==> config.mk <==
export PLATFORM = sky130hd
export DESIGN_NAME = msg_writer
export DESIGN_NICKNAME = d
export VERILOG_FILES = /design/src/rtl/msg_writer.sv
export SDC_FILE = /design/constraint.sdc
export NUM_CORES = 1
export LEC_CHECK = 0
export BUFFER_PORTS_ARGS = -buffer_cell sky130_fd_sc_hd__buf_2
export CORE_UTILIZATION = 45
export CTS_BUF_LIST = sky130_fd_sc_hd__clkbuf_8
export CTS_CLUSTER_SIZE = 40
export DETAILED_ROUTE_END_ITERATION = 6
export PLACE_DENSITY = 0.64
export REMOVE_ABC_BUFFERS = 1
export SYNTH_ARGS = -nofsm -noshare
export SYNTH_HDL_FRONTEND = slang
export SYNTH_SLANG_ARGS = --single-unit
==> constraint.sdc <==
create_clock -name clk -period 1.81 [get_ports clk]
set_input_delay 0.181 -clock clk [delete_from_list [all_inputs] [get_ports clk]]
set_output_delay 0.181 -clock clk [all_outputs]
set_load 0.05 [all_outputs]
==> src/rtl/msg_writer.sv <==
// -----------------------------------------------------------------------------
// msg_writer
//
// Six-entry character message buffer driven by two raw pushbuttons.
// Each button is synchronised (2 flops) and debounced. A debounced press
// (released -> pressed) on the write key appends char_in. A press on the
// delete key blanks the newest entry. Entries that are not valid always
// read as 3'b100 (blank).
//
// Optional feature, enabled by defining MSG_WRITER_OVERWRITE_EN:
//   A write while full shifts the buffer down, dropping the oldest entry,
//   instead of being rejected with the sticky overflow flag.
//
// Ports
//   clk        in   single clock
//   resetn     in   asynchronous active-low reset
//   char_in    in   [2:0] character code (000 d, 001 E, 010 1, 011 0, 1xx blank)
//   wr_key_n   in   raw write pushbutton, active-low, asynchronous
//   del_key_n  in   raw delete pushbutton, active-low, asynchronous
//   clr        in   synchronous buffer clear, active-high
//   msg        out  [17:0] entry k on [3k+2:3k], entry 0 oldest
//   count      out  [2:0] number of valid entries (0..6)
//   empty      out  count == 0
//   full       out  count == 6
//   wr_ack     out  one-cycle pulse per accepted write
//   overflow   out  sticky flag, set by a rejected write
// -----------------------------------------------------------------------------
module msg_writer #(
    parameter int DEBOUNCE_CYCLES = 1000000
) (
    input  logic        clk,
    input  logic        resetn,
    input  logic [2:0]  char_in,
    input  logic        wr_key_n,
    input  logic        del_key_n,
    input  logic        clr,
    output logic [17:0] msg,
    output logic [2:0]  count,
    output logic        empty,
    output logic        full,
    output logic        wr_ack,
    output logic        overflow
);

    // The counter only has to reach DEBOUNCE_CYCLES-1: the level flips on
    // the cycle it would otherwise wrap.
    localparam int CNT_W = (DEBOUNCE_CYCLES > 1) ? $clog2(DEBOUNCE_CYCLES) : 1;
    localparam logic [CNT_W-1:0] CNT_LAST = CNT_W'(DEBOUNCE_CYCLES - 1);
    localparam logic [2:0] BLANK = 3'b100;
    localparam logic [2:0] DEPTH = 3'd6;

    // Key index 0 = write, 1 = delete
    logic [1:0]       raw_keys;
    logic [1:0]       sync1_q, sync2_q;
    logic [1:0]       db_q, db_d;
    logic [1:0]       db_prev_q;
    logic [1:0]       armed_q, armed_d;
    logic [1:0]       warm_q, warm_d;
    logic [CNT_W-1:0] cnt_q [0:1];
    logic [CNT_W-1:0] cnt_d [0:1];
    logic [1:0]       press;
    logic             wr_ev, del_ev;

    logic [2:0]       entry_q [0:5];
    logic [2:0]       entry_d [0:5];
    logic [2:0]       count_q, count_d;
    logic             wr_ack_q, wr_ack_d;
    logic             overflow_q, overflow_d;

    assign raw_keys = {del_key_n, wr_key_n};

    // ------------------------------------------------------------------
    // Synchronisers
    // ------------------------------------------------------------------
    always_ff @(posedge clk or negedge resetn) begin
        if (!resetn) begin
            sync1_q <= 2'b11;
            sync2_q <= 2'b11;
        end else begin
            sync1_q <= raw_keys;
            sync2_q <= sync1_q;
        end
    end

    // ------------------------------------------------------------------
    // Debounce and press arming
    //
    // warm_q[1] is set once sync2_q holds a real sample of the key rather
    // than its reset value. A key is armed only after it has been seen
    // released since reset. A key held down through reset therefore does
    // not count as a press until it is released and pressed again.
    // ------------------------------------------------------------------
    always_comb begin
        db_d    = db_q;
        armed_d = armed_q;
        warm_d  = {warm_q[0], 1'b1};
        for (int k = 0; k < 2; k++) begin
            cnt_d[k] = '0;
            // Any cycle where the synced level agrees with the debounced
            // level (a bounce) restarts the count from zero.
            if (sync2_q[k] != db_q[k]) begin
                if (cnt_q[k] == CNT_LAST) begin
                    db_d[k] = sync2_q[k];
                end else begin
                    cnt_d[k] = cnt_q[k] + CNT_W'(1);
                end
            end
            if (warm_q[1] && sync2_q[k]) begin
                armed_d[k] = 1'b1;
            end
        end
    end

    always_ff @(posedge clk or negedge resetn) begin
        if (!resetn) begin
            db_q      <= 2'b11;
            db_prev_q <= 2'b11;
            armed_q   <= 2'b00;
            warm_q    <= 2'b00;
            cnt_q[0]  <= '0;
            cnt_q[1]  <= '0;
        end else begin
            db_q      <= db_d;
            db_prev_q <= db_q;
            armed_q   <= armed_d;
            warm_q    <= warm_d;
            cnt_q[0]  <= cnt_d[0];
            cnt_q[1]  <= cnt_d[1];
        end
    end

    // Press event: debounced falling edge on an armed key, one cycle long
    assign press  = armed_q & db_prev_q & ~db_q;
    assign wr_ev  = press[0];
    assign del_ev = press[1];

    // ------------------------------------------------------------------
    // Buffer update. Priority: clr, then delete (discards a same-cycle
    // write), then write.
    // ------------------------------------------------------------------
    always_comb begin
        for (int k = 0; k < 6; k++) begin
            entry_d[k] = entry_q[k];
        end
        count_d    = count_q;
        wr_ack_d   = 1'b0;
        overflow_d = overflow_q;

        if (clr) begin
            for (int k = 0; k < 6; k++) begin
                entry_d[k] = BLANK;
            end
            count_d    = 3'd0;
            overflow_d = 1'b0;
        end else if (del_ev) begin
            if (count_q != 3'd0) begin
                for (int k = 0; k < 6; k++) begin
                    if (3'(k) == count_q - 3'd1) begin
                        entry_d[k] = BLANK;
                    end
                end
                count_d = count_q - 3'd1;
            end
        end else if (wr_ev) begin
            if (count_q < DEPTH) begin
                for (int k = 0; k < 6; k++) begin
                    if (3'(k) == count_q) begin
                        entry_d[k] = char_in;
                    end
                end
                count_d  = count_q + 3'd1;
                wr_ack_d = 1'b1;
            end else begin
`ifdef MSG_WRITER_OVERWRITE_EN
                for (int k = 0; k < 5; k++) begin
                    entry_d[k] = entry_q[k+1];
                end
                entry_d[5] = char_in;
                wr_ack_d   = 1'b1;
`else
                overflow_d = 1'b1;
`endif
            end
        end
    end

    always_ff @(posedge clk or negedge resetn) begin
        if (!resetn) begin
            for (int k = 0; k < 6; k++) begin
                entry_q[k] <= BLANK;
            end
            count_q    <= 3'd0;
            wr_ack_q   <= 1'b0;
            overflow_q <= 1'b0;
        end else begin
            for (int k = 0; k < 6; k++) begin
                entry_q[k] <= entry_d[k];
            end
            count_q    <= count_d;
            wr_ack_q   <= wr_ack_d;
            overflow_q <= overflow_d;
        end
    end

    // ------------------------------------------------------------------
    // Outputs
    // ------------------------------------------------------------------
    always_comb begin
        msg = '0;
        for (int k = 0; k < 6; k++) begin
            msg[3*k +: 3] = entry_q[k];
        end
    end

    assign count    = count_q;
    assign empty    = (count_q == 3'd0);
    assign full     = (count_q == DEPTH);
    assign wr_ack   = wr_ack_q;
    assign overflow = overflow_q;

endmodule

==> results of run 1 <==
-- cells in the mapped netlist (6+ instances only) --
master	number	area (µm²)
a21oi_1	16	80.1
a22o_1	8	70.1
and2_1	10	62.6
and3_1	6	37.5
dfrtp_1	61	1530
dfstp_2	14	368
ha_1	10	125
inv_1	15	56.3
nand2_1	20	75.1
nand3_1	16	80.1
nand4_1	9	56.3
nor2_1	24	90.1
nor2_2	10	62.6
nor3_1	8	40.0
nor4_1	7	43.8
o21ai_0	8	40.0
o31ai_1	6	45.0
or3_1	8	50.1
or4_1	6	45.0
xnor2_1	12	105
xor2_1	15	131
-- routing by layer --
| metal | vias to the layer above | wire length (µm) | GRT usage |
|---|---|---|---|
| li1 | 1403 | - | - |
| met1 | 1360 | 3720 | 0.273 |
| met4 | 0 | 119 | 0.0885 |
| met3 | 9 | 246 | 0.0378 |
| met2 | 53 | 3560 | 0.306 |
| met5 | - | 0 | 0 |
-- power breakdown --
part	switching (mW)	internal, mW
combinational	0.114	0.0618
clock	0.607	0.844
sequential	0.0203	1.70
total	0.741	2.61
-- worst max-delay path, stage by stage (launching register included) --
cell	delay (ns)
dfstp_2	0.57
and3b_2	0.30
nor3_1	0.30
a221oi_1	0.19
a22o_1	0.26
-- path summary, 6_finish.rpt --
kind,slack [ns],to,startpoint
max,0.09,msg[7],db_q[1]
min,0.07,msg[5],char_in[2]
max reg2reg,0.09,msg[7],db_q[1]
min reg2reg,0.36,warm_q[1],warm_q[0]
max in group asynchronous,0.89,db_prev_q[0],resetn
min in group asynchronous,0.29,msg[7],resetn
-- sequential cells by signal (all words and copies together) (netlist names) --
register and count:
armed_q 2, cnt_q 40, count 3, db_prev_q 2, db_q 2, msg 18, overflow 1, sync1_q 2
sync2_q 2, warm_q 2, wr_ack 1
-- repair_timing --
action | 4_1_cts | 5_1_grt
endpoints found under the setup margin | 2 | 34
gates resized for setup | 4 | 18
hold buffers | 3 | 0
setup buffers | 0 | 2
hold endpoints to repair | 24 | 0
pin swaps | 0 | 2
-- kinds of logic (layout without fill, tap and decap cells) --
logic type,after synthesis,in the layout,share of synthesized area
buffers and inverters,22,102,0.0252
multiplexers,8,8,0.0229
other,1,1,0.00101
adder cells (fa/ha/maj),10,10,0.0337
AO/OA/AOI/OAI,58,58,0.114
flip-flops,75,75,0.510
AND/OR/NAND/NOR,146,146,0.230
XOR/XNOR,27,27,0.0636
-- through the flow --
| step | TNS (ns) | power (mW) |
|---|---|---|
| after floorplan | -7.74 | 1.83 |
| after global placement | 0 | 1.92 |
| after detailed placement | -0.0265 | 1.93 |
| after CTS | 0 | 3.40 |
| after global routing | -0.0974 | 3.50 |
| final | 0 | 3.35 |
-- final cells by class --
| cell class | instances | share of cell area |
|---|---|---|
| Inverter | 15 | 0.0122 |
| Clock buffer | 11 | 0.0328 |
| Tap cell | 102 | 0.0277 |
| Timing Repair Buffer | 71 | 0.106 |
| Clock inverter | 5 | 0.0163 |
| Sequential cell | 75 | 0.411 |
| Multi-Input combinational cell | 250 | 0.394 |
==> results.yml, run 1 <==
run_status:
  status: "complete, no violations"
routing:
  wl_um: 7650
  num_vias: 2825
  vias_per_cell: 5.34
  drtPass1Iterations: 4
  wl_per_cell_um: 14.5
  drtIter0Drc: 121
  ant_nets: 0
  drc_errors: 0
final_layout:
  multi_input_area_mm2: 0.00182
  final_cell_mix: "59 x dfrtp_1, 36 x buf_4, 30 x buf_2"
  fill_cells: 664
  drive_gt1_frac: 0.326
  stdcell_count: 529
  diodes: 0
  final_nets: 440
  layout.area.seq_mm2: 0.00190
  fin_util: 0.588
  layout_commonest_cell: "dfrtp_1"
  area_growth_pct: 24.1
  stdcell_area_mm2: 0.00461
global_route:
  first_global_vias: 2824
  grt_max_degree: 48
  antenna_found_initial: 0
  grt_pass1_wl_um: 13400
  grtUsageTotal: 0.199
  overflow: 0
placement:
  port_buffers: 32
  dpl-instance-area_mm2: 0.00425
  place.gp.congestion: 0.834
  dpl.hpwl_um: 5400
  pre_cts_ws_ns: -0.0265
  placed_cells: 508
die:
  die_w_um: 92.9
  die_area_mm2: 0.00863
  rows: 32
  die-height_um: 92.9
  core_area_mm2: 0.00785
  initial_core_util: 0.474
  num_io_pins: 33
sta:
  fin_skew_ns: 0.00964
  finalMaxSlewViolations: 0
  finalCritPeriodShare: 0.951
  fmax_mhz: 581
  period_needed_ns: 1.72
  hold_viol: 0
  worst_slack_ns: 0.0886
  setup_violations: 0
  holdWs_ns: 0.0692
worst_hold_path:
  hold_depth: 3
  hold_class: "input pin to register"
clock_network:
  root_buffer: "clkbuf_8"
  h-tree-depth: 3
  path_clk_slew_ns: 0.08
  clock_sinks: 75
  insertion_delay_ns: 0.36
  clock_path_buffers: 2
  cts_tree: "yes"
  numCtsBuffers: 9
power_and_ir_drop:
  vdd_drop_max_v: 0.000370
  power.leakage_nw: 2.06
  power_density_mw_per_mm2: 727
synth:
  ys_seq_area_frac: 0.510
  syn-mean-instance-area_um2: 10.7
  synth-edff-count: 0
  ys_seq_elements: 75
  synth_warnings: 0
  netlist_area_mm2: 0.00372
  synthCells: 347
  synth_ff_type: "dfrtp_1"
  async_flop_share: 1.00
  synth.distinct_cells: 52
job:
  max_cap_viol_count: 0
worst_setup_path:
  cp-start-kind: "register"
  critPathArrivalTime_ns: 1.97
  crit_fanout: 11
  required_ns: 2.06
  worstSetupPathType: "register to register"
  rr_worst_depth: 4
  cp-end-kind: "register"
(Power assumes the default switching activity.)
==> run 2: changes to the inputs <==
- ABC_AREA: unset -> 1
==> run 2 against run 1 <==
Clock skew barely moved. Largest cell class unchanged. Power rose by 24%. Clock-buffer cell count fell by 2. Sequential cell count did not move. Register-to-register slack improved by 0.09 ns. Final area fell by 0.87%. Utilization fell by 6.1 points. First-iteration DRC count rose by 78%. Critical endpoint is now empty. Global-route usage rose by 0.63 points.
==> results.yml, run 2 <==
die:
  die-height_um: 96.3
  core_area_mm2: 0.00868
  die_area_mm2: 0.00926
  die_w_um: 96.3
  initial_core_util: 0.461
  rows: 34
  num_io_pins: 33
power_and_ir_drop:
  power_density_mw_per_mm2: 907
  power.leakage_nw: 2.21
  vdd_drop_max_v: 0.000466
  power_mw: 4.15
routing:
  num_vias: 3415
  drc_errors: 0
  ant_nets: 0
  drtIter0Drc: 215
  drtPass1Iterations: 5
  wl_um: 8460
  wl_per_cell_um: 12.3
  vias_per_cell: 4.96
worst_setup_path:
  required_ns: 1.63
  crit_fanout: 7
  slowest_stage: "dfrtp_2"
  crit_top_cell: "inv_1"
  worstPathCellList: "inv_1 -> ha_1 -> nand2_2 -> inv_1 -> buf_4"
  critPathArrivalTime_ns: 1.54
  critPathBufInv: 3
  crit_path_max_incr_delay_ns: 0.45
  cp-end-kind: "output pin"
  cp-start-kind: "register"
  worstSetupPathType: "register to output pin"
  critPathTopFamily: "flip-flops"
sta:
  period_needed_ns: 1.73
  hold_viol: 0
  fin_skew_ns: 0.00940
  fin_tns_setup_ns: 0
  finalMaxSlewViolations: 0
  fmax_mhz: 579
  rsz0062_at_grt: "false"
  finalCritPeriodShare: 0.953
  setup_violations: 0
global_route:
  grtUsageTotal: 0.205
  first_global_vias: 3291
  overflow: 0
  grt_max_degree: 43
  grt_pass1_wl_um: 14500
  antenna_found_initial: 0
final_layout:
  stdcell_count: 689
  layout.area.seq_mm2: 0.00190
  diodes: 0
  multi_input_area_mm2: 0.00188
  fin_util: 0.527
  layout_commonest_cell: "nand2_1"
  area_growth_pct: 14.4
  final_cell_mix: "167 x nand2_1, 103 x nor2_1, 60 x dfrtp_1"
  fill_cells: 863
  largest_register_ffs: 40
  stdcell_area_mm2: 0.00457
  regMostFlops: "cnt_q"
  drive_gt1_frac: 0.146
  final_nets: 594
clock_network:
  insertion_delay_ns: 0.36
  clock_path_buffers: 2
  root_buffer: "clkbuf_8"
  path_clk_slew_ns: 0.07
  clock_sinks: 75
  cts_tree: "yes"
  h-tree-depth: 3
  numCtsBuffers: 9
synth:
  synth_top_area_frac: 0.382
  yosys.area.top_type: "dfrtp_1"
  synth_area_leaders: "dfrtp_1 38%, nand2_1 16%, nor2_1 9.7%"
  synth_ff_type: "dfrtp_1"
  synth_warnings: 0
  ys_seq_elements: 75
  synthCells: 528
  synth-edff-count: 0
  synth.distinct_cells: 33
  synth.cells.most_frequent: "167 x nand2_1, 103 x nor2_1, 61 x dfrtp_1"
  netlist_area_mm2: 0.00400
  synth.most_common_cell: "nand2_1"
  ys_seq_area_frac: 0.474
  syn-mean-instance-area_um2: 7.57
  async_flop_share: 1.00
worst_hold_path:
  hold_class: "input pin to register"
placement:
  place.gp.congestion: 0.899
  port_buffers: 32
  placed_cells: 668
  dpl-instance-area_mm2: 0.00432
  dpl.hpwl_um: 6200
run_status:
  status: "complete, no violations"
job:
  max_cap_viol_count: 0
## run 2: cell type report
type,instances,area share
Multi-Input combinational cell,396,0.411
Inverter,52,0.0427
Clock inverter,7,0.0150
Timing Repair Buffer,42,0.0602
Sequential cell,75,0.415
Clock buffer,9,0.0271
Tap cell,108,0.0295
## run 2: worst paths after layout
path | cells past startpoint | endpoint | start | slack, ns
hold reg to reg | 0 | warm_q[1] | warm_q[0] | 0.35
setup reg to reg | 9 | msg[1] | count[1] | 0.18
min in group asynchronous | 2 | cnt_q[32] | resetn | 0.30
setup / recovery | 5 | empty | count[1] | 0.08
hold / removal | 4 | overflow | clr | 0.19
max in group asynchronous | 3 | sync1_q[1] | resetn | 0.87
## run 2: repair_timing
action	CTS	global route
hold buffers	3	0
endpoints found under the hold margin	30	0
gates resized for setup	1	2
pin swaps	0	1
buffers inserted	0	2
endpoints found under the setup margin	1	17
## run 2: through the flow
stage | setup slack (ns) | hold WS [ns]
final | 0.0842 | 0.194
after global routing | 0.00485 | 0.215
after CTS | 0.0496 | 0.178
after detailed placement | 0.0562 | 0.160
after global placement | 0.153 | 0.152
after floorplan | -0.218 | -0.115
## run 2: power breakdown
part | switching, mW | leakage, nW | internal [mW] | total (mW)
Clock | 0.639 | 0.0950 | 0.631 | 1.27
Sequential | 0.0805 | 0.964 | 1.81 | 1.89
Combinational | 0.739 | 1.15 | 0.251 | 0.990
Total | 1.46 | 2.21 | 2.69 | 4.15
## run 2: tightest hold or removal path: stages
cell     delay, ns
buf_2         0.13
inv_2         0.07
nand2_1       0.06
o31ai_1       0.06
## run 2: cell families after synthesis
family	count (synthesis)	synth area share
AOI/OAI and AO/OA	22	0.0329
xor gates and xnor gates	20	0.0438
adders and majority gates	10	0.0313
buffers and inverters	57	0.0560
DFF	75	0.474
other	1	0.000938
and+or+nand+nor	343	0.361
## run 2: routing by layer
| layer | wire length (µm) | global-route usage | share of wire | vias to the layer above |
|---|---|---|---|---|
| li1 | - | - | - | 1737 |
| met4 | 139 | 0.0871 | 0.016 | 0 |
| met2 | 4080 | 0.337 | 0.48 | 63 |
| met1 | 3950 | 0.264 | 0.47 | 1604 |
| met3 | 292 | 0.0387 | 0.035 | 11 |
| met5 | 0 | 0 | 0 | - |
==> run 3: changes to the inputs <==
--- a/config.mk
+++ b/config.mk
@@ -8,3 +8,3 @@
 export ABC_AREA = 1
-export BUFFER_PORTS_ARGS = -buffer_cell sky130_fd_sc_hd__buf_2
+export BUFFER_PORTS_ARGS = -buffer_cell sky130_fd_sc_hd__buf_4
 export CORE_UTILIZATION = 45
@@ -13,2 +13,3 @@
 export DETAILED_ROUTE_END_ITERATION = 6
+export GPL_TIMING_DRIVEN = 0
 export PLACE_DENSITY = 0.64
==> constraint.sdc (replaced) <==
create_clock -name clk -period 1.81 [get_ports clk]
set_input_delay 0.0905 -clock clk [delete_from_list [all_inputs] [get_ports clk]]
set_output_delay 0.0905 -clock clk [all_outputs]
set_load 0.05 [all_outputs]
==> run 3 against run 2 <==
Clock-buffer cell count unchanged. Non-clock buffer count fell by 2. Via count decreased by 0.35%. Final area rose by 2.5%. Clock skew is 0.0034 ns higher. Critical path depth up 3. Sequential cell count stayed put. Sequential share of layout area down 0.99 points.
==> results.yml, run 3 (synthesis results as in run 2) <==
clock_network:
  clock_sinks: 75
  clock_path_buffers: 2
  root_buffer: "clkbuf_8"
  insertion_delay_ns: 0.35
  h-tree-depth: 3
  numCtsBuffers: 9
  cts_tree: "yes"
  path_clk_slew_ns: 0.08
power_and_ir_drop:
  p_int_mw: 3.15
  p_clk_frac: 0.363
  vdd_drop_max_v: 0.000488
  power_density_mw_per_mm2: 979
  seq_power_share: 0.414
  power.leakage_nw: 2.26
  p_sw_mw: 1.44
  swShare: 0.313
  combPwrFrac: 0.223
worst_setup_path:
  timing.rr.end: "msg[0]"
  cp-end-kind: "register"
  crit_path_max_incr_delay_ns: 0.46
  slowest_stage: "dfrtp_2"
  worstPathCellList: "inv_1 -> ha_1 -> nand2_2 -> nor3_2 -> nor2_4 -> buf_4 -> nand3_1 -> nand2_1"
  crit_fanout: 8
  critPathArrivalTime_ns: 1.91
  reg2reg_from: "count[0]"
  critPathBufInv: 2
  cp-start-kind: "register"
  worstSetupPathType: "register to register"
  worst-path-stages: 8
  critPathLaunch: "count[0]"
  crit_end: "msg[0]"
  critPathTopFamily: "simple AND/OR/NAND/NOR gates"
  rr_worst_depth: 8
  required_ns: 2.05
  rrSetupSlack_ns: 0.14
sta:
  fmax_mhz: 597
  slew_headroom: 0.385
  worst_slack_ns: 0.136
  finalMaxSlewViolations: 0
  finalCritPeriodShare: 0.925
  fin_skew_ns: 0.0128
  rsz0062_at_grt: "false"
  setup_violations: 0
  period_needed_ns: 1.67
  hold_viol: 0
  tightest_slew_ns: 0.922
routing:
  num_vias: 3403
  drtPass1Iterations: 4
  ant_nets: 0
  vias_per_cell: 4.95
  wl_per_cell_um: 12.1
  drtIter0Drc: 184
  drc_errors: 0
  wl_um: 8330
final_layout:
  layout.area.seq_mm2: 0.00190
  stdcell_area_mm2: 0.00469
  diodes: 0
  largest_register_ffs: 40
  final_cell_mix: "167 x nand2_1, 102 x nor2_1, 59 x dfrtp_1"
  layout_commonest_cell: "nand2_1"
  fin_util: 0.540
  final_nets: 592
  drive_gt1_frac: 0.147
  regMostFlops: "cnt_q"
  fill_cells: 807
  area_growth_pct: 17.3
  multi_input_area_mm2: 0.00190
global_route:
  grt_pass1_wl_um: 14100
  grtUsageTotal: 0.200
  first_global_vias: 3099
  antenna_found_initial: 0
  overflow: 0
  grt_max_degree: 76
placement:
  port_buffers: 32
  dpl.hpwl_um: 6000
  dpl-instance-area_mm2: 0.00434
  pre_cts_ws_ns: -0.259
  place.gp.congestion: 0.888
run_status:
  status: "complete, no violations"
worst_hold_path:
  hold_depth: 4
  hold_class: "input pin to register"
die:
  core_area_mm2: 0.00868
  initial_core_util: 0.461
  die_w_um: 96.3
  num_io_pins: 33
  die_area_mm2: 0.00926
  die-height_um: 96.3
  rows: 34
job:
  max_cap_viol_count: 0
run 3: cell count changes in the layout (fill, tap and decap cells not counted), sizes merged:
cell and delta:
clkinv -3, clkinvlp -2, clkbuf -1, buf -1, bufinv +3, inv +2
run 3: through the flow:
stage,TNS [ns],power (mW),hold slack [ns],std cells
2_1_floorplan,-3.76,2.63,-0.205,523
3_3_place_gp,-2.19,2.92,0.199,663
3_5_place_dp,-2.86,2.93,0.200,663
4_1_cts,0,4.62,0.0534,686
5_1_grt,0,4.82,0.0770,687
6_report,0,4.59,0.0560,687
run 3: worst min-delay path by stage:
stage | start | end | slack (ns)
5_1_grt | clr | overflow | 0.08
2_1_floorplan | resetn | armed_q[0] | -0.21
3_3_place_gp | wr_key_n | sync1_q[0] | 0.20
4_1_cts | clr | overflow | 0.05
3_5_place_dp | del_key_n | sync1_q[1] | 0.20
6_report | clr | count[0] | 0.06
run 3: worst register-to-register path: stages, from the launching register on:
cell and delay (ns):
dfrtp_2 0.46, inv_1 0.16, ha_1 0.24, nand2_2 0.09
nor3_2 0.23, nor2_4 0.10, buf_4 0.15, nand3_1 0.07
nand2_1 0.06
run 3: layout make-up:
cell class / count / share of cell area
sequential: 75 / 0.405
clock buffer: 9 / 0.0264
timing repair buffer: 40 / 0.0657
tap: 108 / 0.0288
multi-input combinational: 396 / 0.405
inverter: 52 / 0.0416
clock inverter: 7 / 0.0283
run 3: layer usage:
layer,wire [µm],share of wire,global-route usage
met1,3920,0.47,0.267
met2,4010,0.48,0.324
met3,256,0.031,0.0292
met4,136,0.016,0.0808
met5,0,0,0
run 3: power by group through the flow:
stage          Combinational, mW  Clock [mW]  Sequential (mW)
2_1_floorplan              0.390           0             2.24
3_3_place_gp               0.993           0             1.93
3_5_place_dp                1.01           0             1.93
4_1_cts                     1.02        1.71             1.90
5_1_grt                     1.13        1.78             1.92
6_report                    1.02        1.67             1.90
run 3: timing repair:
item	4_1_cts	5_1_grt
resized for setup	2	3
setup buffers	4	1
pin swaps	1	1
endpoints found under the hold margin	63	0
hold buffers	3	0
setup endpoints to repair	24	10
